**config.mk**
```make
export PLATFORM = sky130hd
export DESIGN_NAME = mem_stage_lsu
export DESIGN_NICKNAME = d
export VERILOG_FILES = /design/src/rtl/mem_stage_lsu.sv
export SDC_FILE = /design/constraint.sdc
export NUM_CORES = 1
export LEC_CHECK = 0
export CORE_MARGIN = 2
export CORE_UTILIZATION = 25
export CTS_BUF_LIST = sky130_fd_sc_hd__clkbuf_4
export DETAILED_ROUTE_END_ITERATION = 10
export GPL_ROUTABILITY_DRIVEN = 1
export MAX_ROUTING_LAYER = met4
export PLACE_DENSITY = 0.51
export SLEW_MARGIN = 5
export SYNTH_ARGS = -nofsm -noshare
export SYNTH_HDL_FRONTEND = slang
export SYNTH_SLANG_ARGS = --single-unit
```
**constraint.sdc**
```tcl
create_clock -name clk -period 5.7 [get_ports clk]
set_clock_uncertainty 0.15 [all_clocks]
set_input_delay 0.855 -clock clk [delete_from_list [all_inputs] [get_ports clk]]
set_output_delay 0.855 -clock clk [all_outputs]
set_load 0.01 [all_outputs]
```
**src/rtl/mem_stage_lsu.sv**
```systemverilog
// Pipeline memory stage: req/gnt/rvalid data-memory access, load lane extraction, memory exceptions, flush, ID forwarding.
// Optional feature: define MEM_MISALIGN_EXC_EN to trap misaligned accesses instead of forcing natural alignment.
module mem_stage_lsu #(
    parameter int unsigned XLEN        = 32,
    parameter int unsigned RAW         = 5,
    parameter int unsigned TIMEOUT_CYC = 255
) (
    input  logic              clk,
    input  logic              rst,
    input  logic              ex_to_mem_valid,
    output logic              mem_allow_in,
    input  logic [1:0]        ex_kind,
    input  logic [1:0]        ex_size,
    input  logic              ex_unsigned,
    input  logic [XLEN-1:0]   ex_addr,
    input  logic [XLEN-1:0]   ex_wdata,
    input  logic              ex_rf_we,
    input  logic [RAW-1:0]    ex_wb_reg,
    input  logic [XLEN-1:0]   ex_wb_data,
    input  logic              flush,
    output logic              dmem_req,
    output logic              dmem_we,
    output logic [XLEN-1:0]   dmem_addr,
    output logic [XLEN/8-1:0] dmem_be,
    output logic [XLEN-1:0]   dmem_wdata,
    input  logic              dmem_gnt,
    input  logic              dmem_rvalid,
    input  logic [XLEN-1:0]   dmem_rdata,
    input  logic              dmem_err,
    input  logic              wb_allow_in,
    output logic              mem_to_wb_valid,
    output logic              wb_rf_we,
    output logic [RAW-1:0]    wb_reg,
    output logic [XLEN-1:0]   wb_data,
    output logic              mem_exc,
    output logic [1:0]        mem_exc_code,
    output logic              fwd_valid,
    output logic              fwd_rf_we,
    output logic              fwd_pending,
    output logic [RAW-1:0]    fwd_reg,
    output logic [XLEN-1:0]   fwd_data
);

    localparam int unsigned NB   = XLEN / 8;
    localparam int unsigned OFFW = $clog2(NB);
    localparam int unsigned CW   = $clog2(TIMEOUT_CYC + 1);

    typedef enum logic [2:0] {
        S_IDLE,
        S_REQ,
        S_WAIT,
        S_DONE,
        S_DRAIN
    } state_t;

    state_t            state, state_n;
    logic [CW-1:0]     cnt;
    logic              is_load_r, is_store_r, unsigned_r, rf_we_r, exc_r;
    logic [1:0]        size_r, code_r;
    logic [OFFW-1:0]   off_r;
    logic [XLEN-1:0]   addr_r, wdata_r, data_r;
    logic [NB-1:0]     be_r;
    logic [RAW-1:0]    reg_r;

    logic              ex_is_load, ex_is_store, ex_is_mem, ex_trap;
    logic [1:0]        ex_size_eff;
    logic [OFFW-1:0]   ex_off, lo_mask, ex_off_al;
    logic [NB-1:0]     ex_be;
    logic              valid, ready_go, capture, tmo_hit, resp_end;
    logic [XLEN-1:0]   rd_sh, ld_mask, ld_val;
    logic              ld_sign;
    state_t            cap_state;

    // Access decode for the instruction presented by EX
    assign ex_is_load  = (ex_kind == 2'b01);
    assign ex_is_store = (ex_kind == 2'b10);
    assign ex_is_mem   = ex_is_load || ex_is_store;
    assign ex_size_eff = (XLEN == 32 && ex_size == 2'b11) ? 2'b10 : ex_size;
    assign ex_off      = ex_addr[OFFW-1:0];
    assign lo_mask     = OFFW'((32'd1 << ex_size_eff) - 32'd1);
    assign ex_off_al   = ex_off & ~lo_mask;
    assign ex_be       = NB'(((32'd1 << (32'd1 << ex_size_eff)) - 32'd1) << ex_off_al);

`ifdef MEM_MISALIGN_EXC_EN
    assign ex_trap = ex_is_mem && (|(ex_off & lo_mask));
`else
    assign ex_trap = 1'b0;
`endif

    assign cap_state = (ex_is_mem && !ex_trap) ? S_REQ : S_DONE;

    assign valid        = (state == S_REQ) || (state == S_WAIT) || (state == S_DONE);
    assign ready_go     = (state == S_DONE);
    assign mem_allow_in = (state == S_IDLE) || (ready_go && wb_allow_in && !flush);
    assign capture      = mem_allow_in && ex_to_mem_valid;
    assign tmo_hit      = (cnt == CW'(TIMEOUT_CYC - 1));
    assign resp_end     = dmem_rvalid || tmo_hit;

    // Load lane extraction and extension from the raw read word
    always_comb begin
        rd_sh   = dmem_rdata >> {off_r, 3'b000};
        ld_mask = '1;
        ld_sign = rd_sh[XLEN-1];
        case (size_r)
            2'b00: begin ld_mask = XLEN'(32'h0000_00FF); ld_sign = rd_sh[7];  end
            2'b01: begin ld_mask = XLEN'(32'h0000_FFFF); ld_sign = rd_sh[15]; end
            2'b10: begin ld_mask = XLEN'(32'hFFFF_FFFF); ld_sign = rd_sh[31]; end
            default: ;
        endcase
        ld_val = (rd_sh & ld_mask) | ((!unsigned_r && ld_sign) ? ~ld_mask : '0);
    end

    always_comb begin
        state_n = state;
        case (state)
            S_IDLE:  if (capture) state_n = cap_state;
            S_REQ: begin
                if (flush)         state_n = S_IDLE;
                else if (dmem_gnt) state_n = S_WAIT;
            end
            S_WAIT: begin
                // A flush coinciding with the response has nothing left to drain
                if (flush)         state_n = resp_end ? S_IDLE : S_DRAIN;
                else if (resp_end) state_n = S_DONE;
            end
            S_DRAIN: if (resp_end) state_n = S_IDLE;
            S_DONE: begin
                if (flush)            state_n = S_IDLE;
                else if (wb_allow_in) state_n = capture ? cap_state : S_IDLE;
            end
            default: state_n = S_IDLE;
        endcase
    end

    always_ff @(posedge clk or posedge rst) begin
        if (rst) begin
            state      <= S_IDLE;
            cnt        <= '0;
            is_load_r  <= 1'b0;
            is_store_r <= 1'b0;
            unsigned_r <= 1'b0;
            rf_we_r    <= 1'b0;
            exc_r      <= 1'b0;
            size_r     <= '0;
            code_r     <= '0;
            off_r      <= '0;
            addr_r     <= '0;
            wdata_r    <= '0;
            data_r     <= '0;
            be_r       <= '0;
            reg_r      <= '0;
        end else begin
            state <= state_n;
            if ((state == S_WAIT || state == S_DRAIN) && (state_n == S_WAIT || state_n == S_DRAIN))
                cnt <= cnt + CW'(1);
            else
                cnt <= '0;

            if (capture) begin
                is_load_r  <= ex_is_load;
                is_store_r <= ex_is_store;
                unsigned_r <= ex_unsigned;
                rf_we_r    <= ex_rf_we;
                size_r     <= ex_size_eff;
                off_r      <= ex_off_al;
                addr_r     <= {ex_addr[XLEN-1:OFFW], OFFW'(0)};
                be_r       <= ex_be;
                wdata_r    <= ex_wdata << {ex_off_al, 3'b000};
                reg_r      <= ex_wb_reg;
                data_r     <= ex_wb_data;
                exc_r      <= ex_trap;
                code_r     <= ex_trap ? (ex_is_load ? 2'b01 : 2'b10) : 2'b00;
            end else if (state == S_WAIT && !flush) begin
                if (dmem_rvalid) begin
                    if (dmem_err) begin
                        exc_r  <= 1'b1;
                        code_r <= 2'b11;
                    end else if (is_load_r) begin
                        data_r <= ld_val;
                    end
                end else if (tmo_hit) begin
                    exc_r  <= 1'b1;
                    code_r <= 2'b11;
                end
            end
        end
    end

    assign dmem_req   = (state == S_REQ) && !flush;
    assign dmem_we    = dmem_req && is_store_r;
    assign dmem_addr  = addr_r;
    assign dmem_be    = be_r;
    assign dmem_wdata = wdata_r;

    assign mem_to_wb_valid = ready_go && !flush;
    assign wb_rf_we        = valid && rf_we_r && !is_store_r && !exc_r;
    assign wb_reg          = reg_r;
    assign wb_data         = data_r;
    assign mem_exc         = ready_go && exc_r && !flush;
    assign mem_exc_code    = mem_exc ? code_r : 2'b00;

    assign fwd_valid   = valid;
    assign fwd_rf_we   = wb_rf_we;
    assign fwd_pending = valid && is_load_r && !ready_go;
    assign fwd_reg     = reg_r;
    assign fwd_data    = data_r;

endmodule

```
# Yosys cells after proc, flatten, opt, wreduce, memory -nomap -nowiden

Cells that the tools add are included.

Word-level logic and storage cells: 110
Output and inout bits: 153
Input port bits: 147
Bits in registers: 125

Shift operators: 5
Add/subtract/negate cells: 3
Bitwise operators: 5
Eq/ne operators: 13
Muxes and demuxes: 33
Reduce and logical (&&, ||, !) cells: 36

Operators by type and width:

| kind                                                                 | number |
|---|---|
| 32-bit 2-to-1 mux                                                    | 6 |
| 32-bit one-hot mux with 2 select lines                               | 1 |
| 32-bit AND                                                           | 1 |
| 32-bit NOT                                                           | 1 |
| 32-bit OR                                                            | 1 |
| 1-bit by 2-bit << shifter with 32-bit output, first input constant   | 1 |
| 1-bit by 32-bit << shifter with 32-bit output, first input constant  | 1 |
| 32-bit by 2-bit << shifter with 4-bit output                         | 1 |
| 32-bit by 5-bit << shifter with 32-bit output                        | 1 |
| 32-bit by 5-bit right shift with 32-bit output                       | 1 |
| 32-bit by 1-bit subtractor with 32-bit output, second input constant | 1 |
| 3-bit 2-to-1 mux                                                     | 9 |
| 2-bit 2-to-1 mux                                                     | 9 |
| 1-bit logical AND                                                    | 16 |
| 3-bit one-hot mux with 5 select lines                                | 1 |
| 3-bit by 2-bit == test with 1-bit output, second input constant      | 3 |
| 8-bit by 1-bit adder with 8-bit output, second input constant        | 1 |
| 8-bit == test, second input constant                                 | 1 |
| 8-bit 2-to-1 mux                                                     | 1 |
| 1-bit logical OR                                                     | 7 |
| 3-bit == test, second input constant                                 | 2 |
| 2-bit nonzero test                                                   | 3 |
| 1-bit zero test                                                      | 5 |
| 1-bit 2-to-1 mux                                                     | 5 |
| other kinds (14)                                                     | 16 |

# Longest topological paths before layout

Gate-level depths: netlist of run 1.

Word-level depth: 13
Mapped depth: 8
Gate-level depth less buffers: 6

# Least setup slack after synthesis of run 1

OpenSTA, ideal clock, no wires.

Kind: input -> output
Start point: input port flush
End point: output port dmem_we
Data required time: 4.695 ns
Buffers on the path: 0
Cell stages on the path: 4
Data arrival time: 1.606 ns
Slack: 3.089 ns
Cell sequence: nor2b_1 -> and2_1 -> nor2b_1 -> and2_1

Longest elaborated chain between the ends: 3

RTL lines:

| item               | RTL line | text |
|---|---|---|
| from (decl)        | 20       | `input logic flush,` |
| 1-bit zero test    | 189      | `assign dmem_req = (state == S_REQ) && !flush;` |
| 1-bit logical AND  | 189      |  |
| named net dmem_req | 21       | `output logic dmem_req,` |
| 1-bit logical AND  | 190      | `assign dmem_we = dmem_req && is_store_r;` |
| to (decl)          | 22       | `output logic dmem_we,` |

The timed path passes the listed nets, and every way through them passes these cells.

# Worst setup path in the final report of run 1

Start point: input port flush
End point: output port dmem_we

Longest elaborated chain between the ends: 3

RTL lines:

| item              | RTL line |
|---|---|
| 1-bit zero test   | 189 |
| 1-bit logical AND | 189 |
| 1-bit logical AND | 190 |

Every way passes these cells.

==> results of run 1 <==
-- power breakdown --
group / internal (W) / switching, W / total (W)
Sequential: 0.00126 / 0.000330 / 0.00159
Combinational: 0.00132 / 0.00119 / 0.00251
Clock: 0.000230 / 0.000400 / 0.000630
-- critical path: stages --
cell and delay [ps]:
clkdlybuf4s50_1 470, nor2b_1 190, and2_1 200, nor2b_1 190, and2_1 140, clkdlybuf4s50_1 520
-- final timing paths --
kind,cells after the start,slack [ps],endpoint,start
hold / removal,2,340,dmem_addr[29]$_DFFE_PP0P_,dmem_addr[29]$_DFFE_PP0P_
min in group asynchronous,2,710,dmem_addr[19]$_DFFE_PP0P_,rst
hold reg to reg,2,340,dmem_addr[29]$_DFFE_PP0P_,dmem_addr[29]$_DFFE_PP0P_
setup / recovery,6,2120,dmem_we,flush
max in group asynchronous,3,3610,cnt[4]$_DFF_PP0_,rst
setup reg to reg,5,2970,fwd_data[15]$_DFFE_PP0P_,state[1]$_DFF_PP0_
-- area by class of cell --
cell class / count / area (µm²)
clock buffer: 18 / 135
timing repair buffer: 307 / 3050
tap: 335 / 419
fill: 2662 / 16100
sequential: 123 / 3080
inverter: 8 / 35.0
multi-input combinational: 506 / 2910
antenna: 2 / 5.00
clock inverter: 14 / 136
-- cell usage after synthesis, types with 13 or more instances --
cell type,n,area (µm²)
nor3_1,24,120
a211oi_1,39,293
nor2_1,70,263
mux2_2,13,146
and2_1,17,106
o31ai_1,16,120
mux2i_1,27,270
clkbuf_1,35,131
a21oi_1,15,75.1
buf_4,41,308
nand2_1,172,646
dfrtp_1,123,3080
-- per-stage QoR --
stage	power (W)	cells
5_1_grt	0.00509	1313
2_1_floorplan	0.00287	728
3_5_place_dp	0.00414	1279
4_1_cts	0.00480	1311
3_3_place_gp	0.00413	1279
6_report	0.00472	1313
-- routing by layer --
layer  wire, µm  vias up  share of wire (%)  global-route usage, %
li1           -     2922                  -                      -
met1       9930     2884                 43                   21.3
met2      10900      241                 47                   27.9
met3       2040       20                8.8                   5.74
met4        423        0                1.8                   4.78
met5          0        -                  0                      -
-- logic make-up after synthesis --
logic type / Yosys count / share of synthesized area [%]
mux: 41 / 6.75
flops: 123 / 47.3
simple gates: 319 / 21.2
buf+inv: 99 / 8.36
other cells: 1 / 0.0576
fa+ha+maj: 4 / 0.769
xor+xnor: 7 / 0.942
compound gates: 133 / 14.6
==> run metrics, run 1 <==
Synth Area per Inst 8.95 µm²; routed vias 6067; Worst-Skew Late Latency 530 ps; gr usage total around 17%; first-iteration detailed-routing DRC count 376; number of enable flip-flop cells after synthesis 0; Routed WL 23300 µm; Worst EP required 4700 ps; CTS buffer count 17; Port Buf Inserts 297; RSZ-0062 raised after global routing no; global route overflow 0; H-tree depth 4; hold slack between 300 and 400 ps; highest-count cells in the layout ignoring fill and taps clkdlybuf4s50_1 (297), nand2_1 (172), dfrtp_1 (123); kind of critical path primary input to primary output; Worst setup EP type primary output; max_cap viols 0; die width 165 µm; clock-pin slew on the worst setup and hold paths between 100 and 150 ps; pre-CTS setup slack 2140 ps; YS warnings 0; DRC 0; CTS Buffer Depth 2; Initial Util 25.2%; first-pass GRT wire length 35300 µm; via/cell ratio 4.62; Root Buffer clkbuf_4; critical path launch point type primary input; Mapped Cells 727; Worst slew margin 33.7%; final hold violations 0; pwr dens 484 mW/mm²; Cell Area, Synth 0.00651 mm²; Die ar. 0.0273 mm²; placeable core region between 0.02 and 0.03 mm²; vias in the first global route 6130; Worst Tran Pin Value 994 ps; Die Height 165 µm; share of cells above drive strength 1 approximately 6.7%; final setup TNS 0 ps; FFs w/ async S/R, synth 100%; most common cell after layout, fill and taps aside clkdlybuf4s50_1; count of pins over their slew limit 0; wire length per cell 17.8 µm; Final Util approximately 38%; Final setup viols 0; Critical Path AT around 2600 ps; P&R area growth vs syn 50.1%; hold buffer count at cts 0; sequential fraction of the synthesis area 47.3%; status completed; CTS tree built; Max VDD drop 0.197 mV; Most used DFF post-synth dfrtp_1; synth unique cells 54; FMAX 279 MHz; DRT Pass-1 Iters 4; clk sinks 123; I/O pin count 300; antenna violation net count after detailed routing 0; initial antenna violation count 1; synthesized flop and latch total 123; CP max FO 5; Final Cell Area 0.00977 mm²; fin worst setup slack 2120 ps; pin count of the biggest net entering global routing 92; Tmin final 3580 ps; Min-Delay Path Class flop to flop; setup bufs post-CTS 0; Leakage 4.10 nW; post_cts resized 0; Nets roughly 1100; placed instance area around 0.0095 mm²; Post-DP HPWL 16400 µm; RD Place Congestion 0.810; period utilisation layout 62.8%; num rows 59
No activity file was read; power rests on OpenSTA's default activity.
==> inputs of run 2 (changes only) <==
==> constraint.sdc (replaced) <==
create_clock -name clk -period 3.61 [get_ports clk]
set_clock_uncertainty 0.15 [all_clocks]
set_input_delay 0.5415 -clock clk [delete_from_list [all_inputs] [get_ports clk]]
set_output_delay 0.5415 -clock clk [all_outputs]
set_load 0.01 [all_outputs]
==> run 2 against run 1 <==
Compared with the run above: final cell count is 0.84% higher; largest power group unchanged; first-iteration DRC count is 15% higher; sequential power is 58% higher; largest cell class is now non-clock buffers; design area is 1.1% higher; highest routed layer unchanged; critical path depth is 1 lower.
==> run metrics, run 2 (synthesis gave the netlist of run 1 again) <==
Nets 1126 (was 1114); final hold violations 0 (unchanged); Routed WL 22900 µm (was 23300 µm); initial antenna violation count 1 (unchanged); status completed (unchanged); Max VDD drop 0.320 mV (was 0.197 mV); RSZ-0062 raised after global routing no (unchanged); die width 165 µm (unchanged); Min-Delay Path Class flop to flop (unchanged); clock-pin slew on the worst setup and hold paths 130 ps (about the same); GR Layer Usage met2 26.9% (was 27.9%); placed instance area 0.00962 mm² (was 0.00949 mm²); pin count of the biggest net entering global routing 124 (was 92); Worst Tran Pin Value 991 ps (was 994 ps); CTS tree built (unchanged); CP max FO 9 (was 5); setup bufs post-CTS 0 (unchanged); num rows 59 (unchanged); CTS buffer count 17 (unchanged); vias in the first global route 6036 (was 6130); kind of critical path flop to primary output (was primary input to primary output); Die ar. 0.0273 mm² (unchanged); worst-path cell chain nor2b_1 > and2_1 > nor2b_1 > and2_1 > clkdlybuf4s50_1 (was clkdlybuf4s50_1 > nor2b_1 > and2_1 > nor2b_1 > and2_1 > clkdlybuf4s50_1); Worst slew margin 33.9% (was 33.7%); FMAX roughly 330 MHz; P&R area growth vs syn 51.7% (was 50.1%); CTS Buffer Depth 2 (unchanged); Worst Hold Launch dmem_addr[24]$_DFFE_PP0P_ (was dmem_addr[29]$_DFFE_PP0P_); Worst setup EP type primary output (unchanged); count of pins over their slew limit 0 (unchanged); critical path launch point type flop (was primary input); Initial Util 25.2% (unchanged); first-pass GRT wire length 34900 µm (was 35300 µm); Port Buf Inserts 297 (unchanged); DRT Pass-1 Iters 5 (was 4); routed vias 6061 (was 6067); Post-DP HPWL 16500 µm (was 16400 µm); max incr delay on CP 530 ps (was 520 ps); first-iteration detailed-routing DRC count 433 (was 376); share of cells above drive strength 1 7.79% (was 6.66%); Worst-Skew Late Latency 540 ps (was 530 ps); Root Buffer clkbuf_4 (unchanged); Leakage 4.16 nW (was 4.10 nW); most common cell after layout, fill and taps aside clkdlybuf4s50_1 (unchanged); pwr dens 753 mW/mm² (was 484 mW/mm²); global route overflow 0 (unchanged); non-filler instance count after layout 1324 (was 1313); via/cell ratio 4.58 (was 4.62); DRC 0 (unchanged); GRT Max-Usage Layer met2 (unchanged); gr usage total 17.3% (was 17.5%); H-tree depth 4 (unchanged); clk sinks 123 (unchanged); antenna violation net count after detailed routing 0 (unchanged); post_cts resized 0 (unchanged); placed insts 1291 (was 1279); RR Startpoint state[1]$_DFF_PP0_ (unchanged); Final Cell Area 0.00988 mm² (was 0.00977 mm²); highest-count cells in the layout ignoring fill and taps clkdlybuf4s50_1 (297), nand2_1 (172), dfrtp_1 (123) (unchanged); placeable core region 0.0258 mm² (unchanged); I/O pin count 300 (unchanged); Crit. Startpoint state[0]$_DFF_PP0_ (was flush); met1 Use GR 21.8% (was 21.3%); wire length per cell 17.3 µm (was 17.8 µm); Critical Path AT 2380 ps (was 2580 ps); Slowest-stage cell, CP dfrtp_1 (was clkdlybuf4s50_1); Die Height 165 µm (unchanged); RD Place Congestion 0.782 (was 0.810); max_cap viols 0 (unchanged); final setup TNS 0 ps (unchanged); Worst EP required 2920 ps (was 4700 ps); Final setup viols 0 (unchanged); period utilisation layout 85.1%; hold buffer count at cts 0 (unchanged); met3 global-route usage 5.59% (was 5.74%); Tmin final 3070 ps
run 2: cell types whose count changed in the layout (fill, tap and decap cells not counted), sizes merged:
cell	previous run	this run
inv	13	12
diode	2	1
clkinvlp	3	4
bufinv	1	0
buf	10	22
clkinv	5	6
run 2: final cells by class:
| cell class | instances | area, µm² |
|---|---|---|
| fillers | 2668 | 16000 |
| repair buffers | 319 | 3190 |
| flip-flops and latches | 123 | 3080 |
| multi-input cells | 506 | 2910 |
| well taps | 335 | 419 |
| clock buffers | 18 | 135 |
| clock inverters | 14 | 114 |
| inverters | 8 | 33.8 |
| diodes | 1 | 2.50 |
run 2: metal layers:
layer | wire length [µm] | up-vias
met2 | 10400 | 236
met3 | 1910 | 19
met5 | 0 | -
met1 | 10200 | 2858
li1 | - | 2948
met4 | 353 | 0
run 2: per-stage QoR:
stage                     hold slack [ps]  utilization, %  total power, W  worst slack (ps)
after floorplan                       287               -         0.00453              1410
after global placement                303            37.2         0.00660               704
after detailed placement              308            37.2         0.00661               657
after CTS                             284            38.2         0.00757               491
after global routing                  263            38.2         0.00806               334
final                                 335            38.2         0.00743               537
run 2: power by group:
part	leakage, nW	internal, W	total (W)	switching, W
registers	1.49	0.00198	0.00251	0.000525
clock network	0.132	0.000294	0.000921	0.000628
logic	2.53	0.00215	0.00400	0.00186
run 2: critical path, delay by kind of cell (launching register included):
family	cells	cell delay [ps]
and+or+nand+nor	4	770
buffers and inverters	1	530
DFF	1	530
run 2: path summary, 6_finish.rpt:
path,cells after the start,endpoint,slack (ps)
max in group asynchronous,3,dmem_wdata[27]$_DFFE_PP0P_,2370
setup reg to reg,4,fwd_data[10]$_DFFE_PP0P_,1190
setup / recovery,5,dmem_we,540
hold / removal,2,dmem_addr[24]$_DFFE_PP0P_,330
min in group asynchronous,3,fwd_data[25]$_DFFE_PP0P_,390
hold reg to reg,2,dmem_addr[24]$_DFFE_PP0P_,330
==> RTL edit 1 (settings of run 1) <==
Build with the macro `MEM_MISALIGN_EXC_EN` defined.
--- a/src/rtl/mem_stage_lsu.sv
+++ b/src/rtl/mem_stage_lsu.sv
@@ -1,5 +1,7 @@
 // Pipeline memory stage: req/gnt/rvalid data-memory access, load lane extraction, memory exceptions, flush, ID forwarding.
 // Optional feature: define MEM_MISALIGN_EXC_EN to trap misaligned accesses instead of forcing natural alignment.
+`define MEM_MISALIGN_EXC_EN
+
 module mem_stage_lsu #(
     parameter int unsigned XLEN        = 32,
     parameter int unsigned RAW         = 5,
Behaviour: not the same (a bounded check fails within 4 cycles, from zero or initial values and one cycle with rst high).
==> RTL edit 1 against run 1 <==
- synthesized area increased by 0.98%
- wire length down 5.2%
- worst setup slack got worse by 0.057 ns
- power is 2.1% lower
- sequential cell count grew 2
- design area is 0.22% lower
- sequential share of layout area up 0.58 points
- combinational power fell by 4%
- critical endpoint is now mem_exc_code[0]
- highest routed layer unchanged
==> RTL edit 1: results (changes against run 1) <==
Worst-path clk slew=0.12 ns; global-route wire length before repair=34510 um (-2.3%); pin count of the biggest net entering global routing=95 (+3.3%); most frequent cells after synthesis=nand2_1, dfrtp_1, buf_4, o21ai_0, a21oi_1; Critical Path Max Stage Delay=0.53 ns; Final GP Congestion=0.7606 (-6.1%); met1 Resource Use GR=0.2110 (-0.001976); antenna violations before repair=1 (unchanged); hold_sp=dmem_addr[2]$_DFFE_PP0P_; total track usage=0.1642 (-0.01072); met2 wire len=10410 um (-4.6%); DP HPWL=16020 um (-2.5%); GR Util met2=0.2587 (-0.02065); WHS=0.3357 ns (-0.005003 ns); layout cells sized above 1=0.06854 (+0.001937); TritonCTS Buffers=17 (unchanged); DR top layer=met4; post-CTS setup buffer count=0 (unchanged); I/O Buffers=297 (unchanged); Largest delay share family, worst path=buffers and inverters; FFs w/ async S/R, synth=1.000 (unchanged); Reg-to-Reg Start=off_r[1]$_DFFE_PP0P_; Final Max Slew Viols=0 (unchanged); Placement Setup Slack=1.906 ns (-0.2360 ns); internal power=0.002782 W (-0.73%); end of the critical path=mem_exc_code[0]; Detailed Route Iter0 Violations=307 (-18%); combinational power=0.00242 W (-4%); Clock Tree Buf Depth=2 (unchanged); Worst Max-Slew Pin Slew=1.076 ns (+0.08150 ns); M1 wire length=10170 um (+2.5%); worst-path maximum fanout=5 (unchanged); fin cells=1299 (-1.1%); DP Area=0.009478 mm2 (-0.14%); worst setup margin=2.061 ns (-0.05663 ns); Nets=1101 (-1.2%); Total Routed Length=22100 um (-5.2%); Gate Count Post-Synth=714 (-1.8%); synth top area cells=dfrtp_1, nand2_1, buf_4; R2R Setup Slk=2.71 ns (-0.26 ns); routed wl met3=1124 um (-45%); vias in the first global route=6017 (-1.8%); worst flop-to-flop path endpoint=fwd_data[31]$_DFFE_PP0P_; R2R depth=5 (unchanged); leakage=4.086 nW (-0.22%); Netlist cell types=55 (+1.9%); Critical path origin=flush; DRT Pass-1 Iters=4 (unchanged); register area share after synthesis=0.4759 (+0.003023); GRT met3 Usage=0.04051 (-0.01693); Psw=0.001842 W (-4.1%); Worst VDD drop=0.0003508 V (+78%); Yosys Warn Count=0 (unchanged); clock network power share=0.131 (-0.002); hold endpoint=dmem_addr[2]$_DFFE_PP0P_; Hold Crit Class=flop to flop; DR vias=5885 (-3.0%); status=finished, final reports clean
## RTL edit 1: cell count changes in the layout (fill, tap and decap cells not counted), moves of 11 or more
cell	run 1	this run
nor2_1	70	33
o21ai_0	9	44
nor3_1	24	2
a21oi_1	15	36
a211oi_1	39	19
nand2_1	172	183
## RTL edit 1: area by class of cell
type,instances,area (um2)
Fill cell,2670,16160
Inverter,9,41.29
Clock inverter,15,138.9
Clock buffer,17,127.6
Timing Repair Buffer,301,3003
Multi-Input combinational cell,496,2887
Sequential cell,125,3128
Tap cell,335,419.2
Antenna cell,1,2.502
## RTL edit 1: logic make-up after synthesis
logic type | Yosys count | share of synthesized area
compound gates | 168 | 0.1626
xor+xnor | 7 | 0.009328
fa+ha+maj | 4 | 0.007615
buf+inv | 94 | 0.08890
flops | 125 | 0.4759
mux | 47 | 0.07634
other cells | 1 | 0.0005706
simple gates | 268 | 0.1788
==> RTL edit 2 (config.mk and constraints of run 1) <==
Made on the original files. Encoding of `state_t`: now Gray code (3 bits for 5 states).
--- a/src/rtl/mem_stage_lsu.sv
+++ b/src/rtl/mem_stage_lsu.sv
@@ -46,11 +46,11 @@
     localparam int unsigned CW   = $clog2(TIMEOUT_CYC + 1);
 
     typedef enum logic [2:0] {
-        S_IDLE,
-        S_REQ,
-        S_WAIT,
-        S_DONE,
-        S_DRAIN
+        S_IDLE  = 3'b000,
+        S_REQ   = 3'b001,
+        S_WAIT  = 3'b011,
+        S_DONE  = 3'b010,
+        S_DRAIN = 3'b110
     } state_t;
 
     state_t            state, state_n;
Function: no difference found for any inputs over 4 cycles, from zero or initial values and one cycle with rst high; so few cycles prove little.
==> RTL edit 2 against run 1 <==
- power decreased by 3.9%
- die area increased by 0.24%
- synthesized area increased by 0.25%
- sequential cell count unchanged
- wire length increased by 1.2%
- worst setup slack got worse by 0.35 ns
- design area about the same
- critical path type is now flop to output port
- critical endpoint is now mem_exc_code[0]
- largest cell class unchanged
==> RTL edit 2: results (changes against run 1) <==
end of the critical path=mem_exc_code[0]; multi-input combinational area share=0.2971 (-0.0009623); fill count=2632 (-1.1%); synth top area cells=dfrtp_1, nand2_1, buf_4; leakage=4.098 nW (about the same); vias in the first global route=6101 (-0.47%); Detailed Route Iter0 Violations=348 (-7.4%); total power=0.004541 W (-3.9%); Gate Count Post-Synth=718 (-1.2%); hold_sp=dmem_wdata[29]$_DFFE_PP0P_; Total Routed Length=23590 um (+1.2%); Reg-to-Reg Start=state[0]$_DFF_PP0_; clock network area share=0.02858 (+0.0007867); hold endpoint=dmem_wdata[29]$_DFFE_PP0P_; DP Area=0.009480 mm2 (-0.12%); Nets=1105 (-0.81%); most frequent cells after synthesis=nand2_1, dfrtp_1, nor2_1; worst flop-to-flop path endpoint=dmem_wdata[14]$_DFFE_PP0P_; fin cells=1303 (-0.76%); n_diodes=1 (-1); status=finished, final reports clean; Repair and plain buffers=303 (-1.3%); total track usage=0.1729 (-0.001990); R2R depth=4 (-1); invs w/o clock=16 (+8); Critical path origin=state[1]$_DFF_PP0_; DP HPWL=16970 um (+3.3%); GR Util met2=0.2744 (-0.004931); Worst VDD drop=0.0001954 V (-0.75%); pin count of the biggest net entering global routing=95 (+3.3%); register area share after synthesis=0.4717 (-0.001179); layout cells sized above 1=0.07135 (+0.004756); global-route wire length before repair=35290 um (about the same); M1 wire length=10120 um (+2.0%)
==> RTL edit 2: cell count changes after synthesis, sizes merged, moves of 7 or more <==
cell    change
nor3        +7
clkbuf     -17
o21ai       +9
o211ai     +10
nor2       -18
inv         +7
buf        +13
nand2      +14
and2       -11
a211oi     -24
==> RTL edit 2: worst max-delay path, delay by kind of cell, from the launching register on <==
kind / cells / cell delay (ns)
flip-flops: 1 / 0.46
AND/OR/NAND/NOR: 2 / 0.94
buffers and inverters: 2 / 1.01
==> RTL edit 2: cells by family after synthesis <==
family | count (synthesis) | synth area share
XOR/XNOR | 6 | 0.008054
flip-flops | 123 | 0.4717
buffers and inverters | 103 | 0.08821
other | 1 | 0.0005747
AND/OR/NAND/NOR | 307 | 0.2006
adder cells (fa/ha/maj) | 4 | 0.007670
AO/OA/AOI/OAI | 128 | 0.1367
multiplexers | 46 | 0.08648
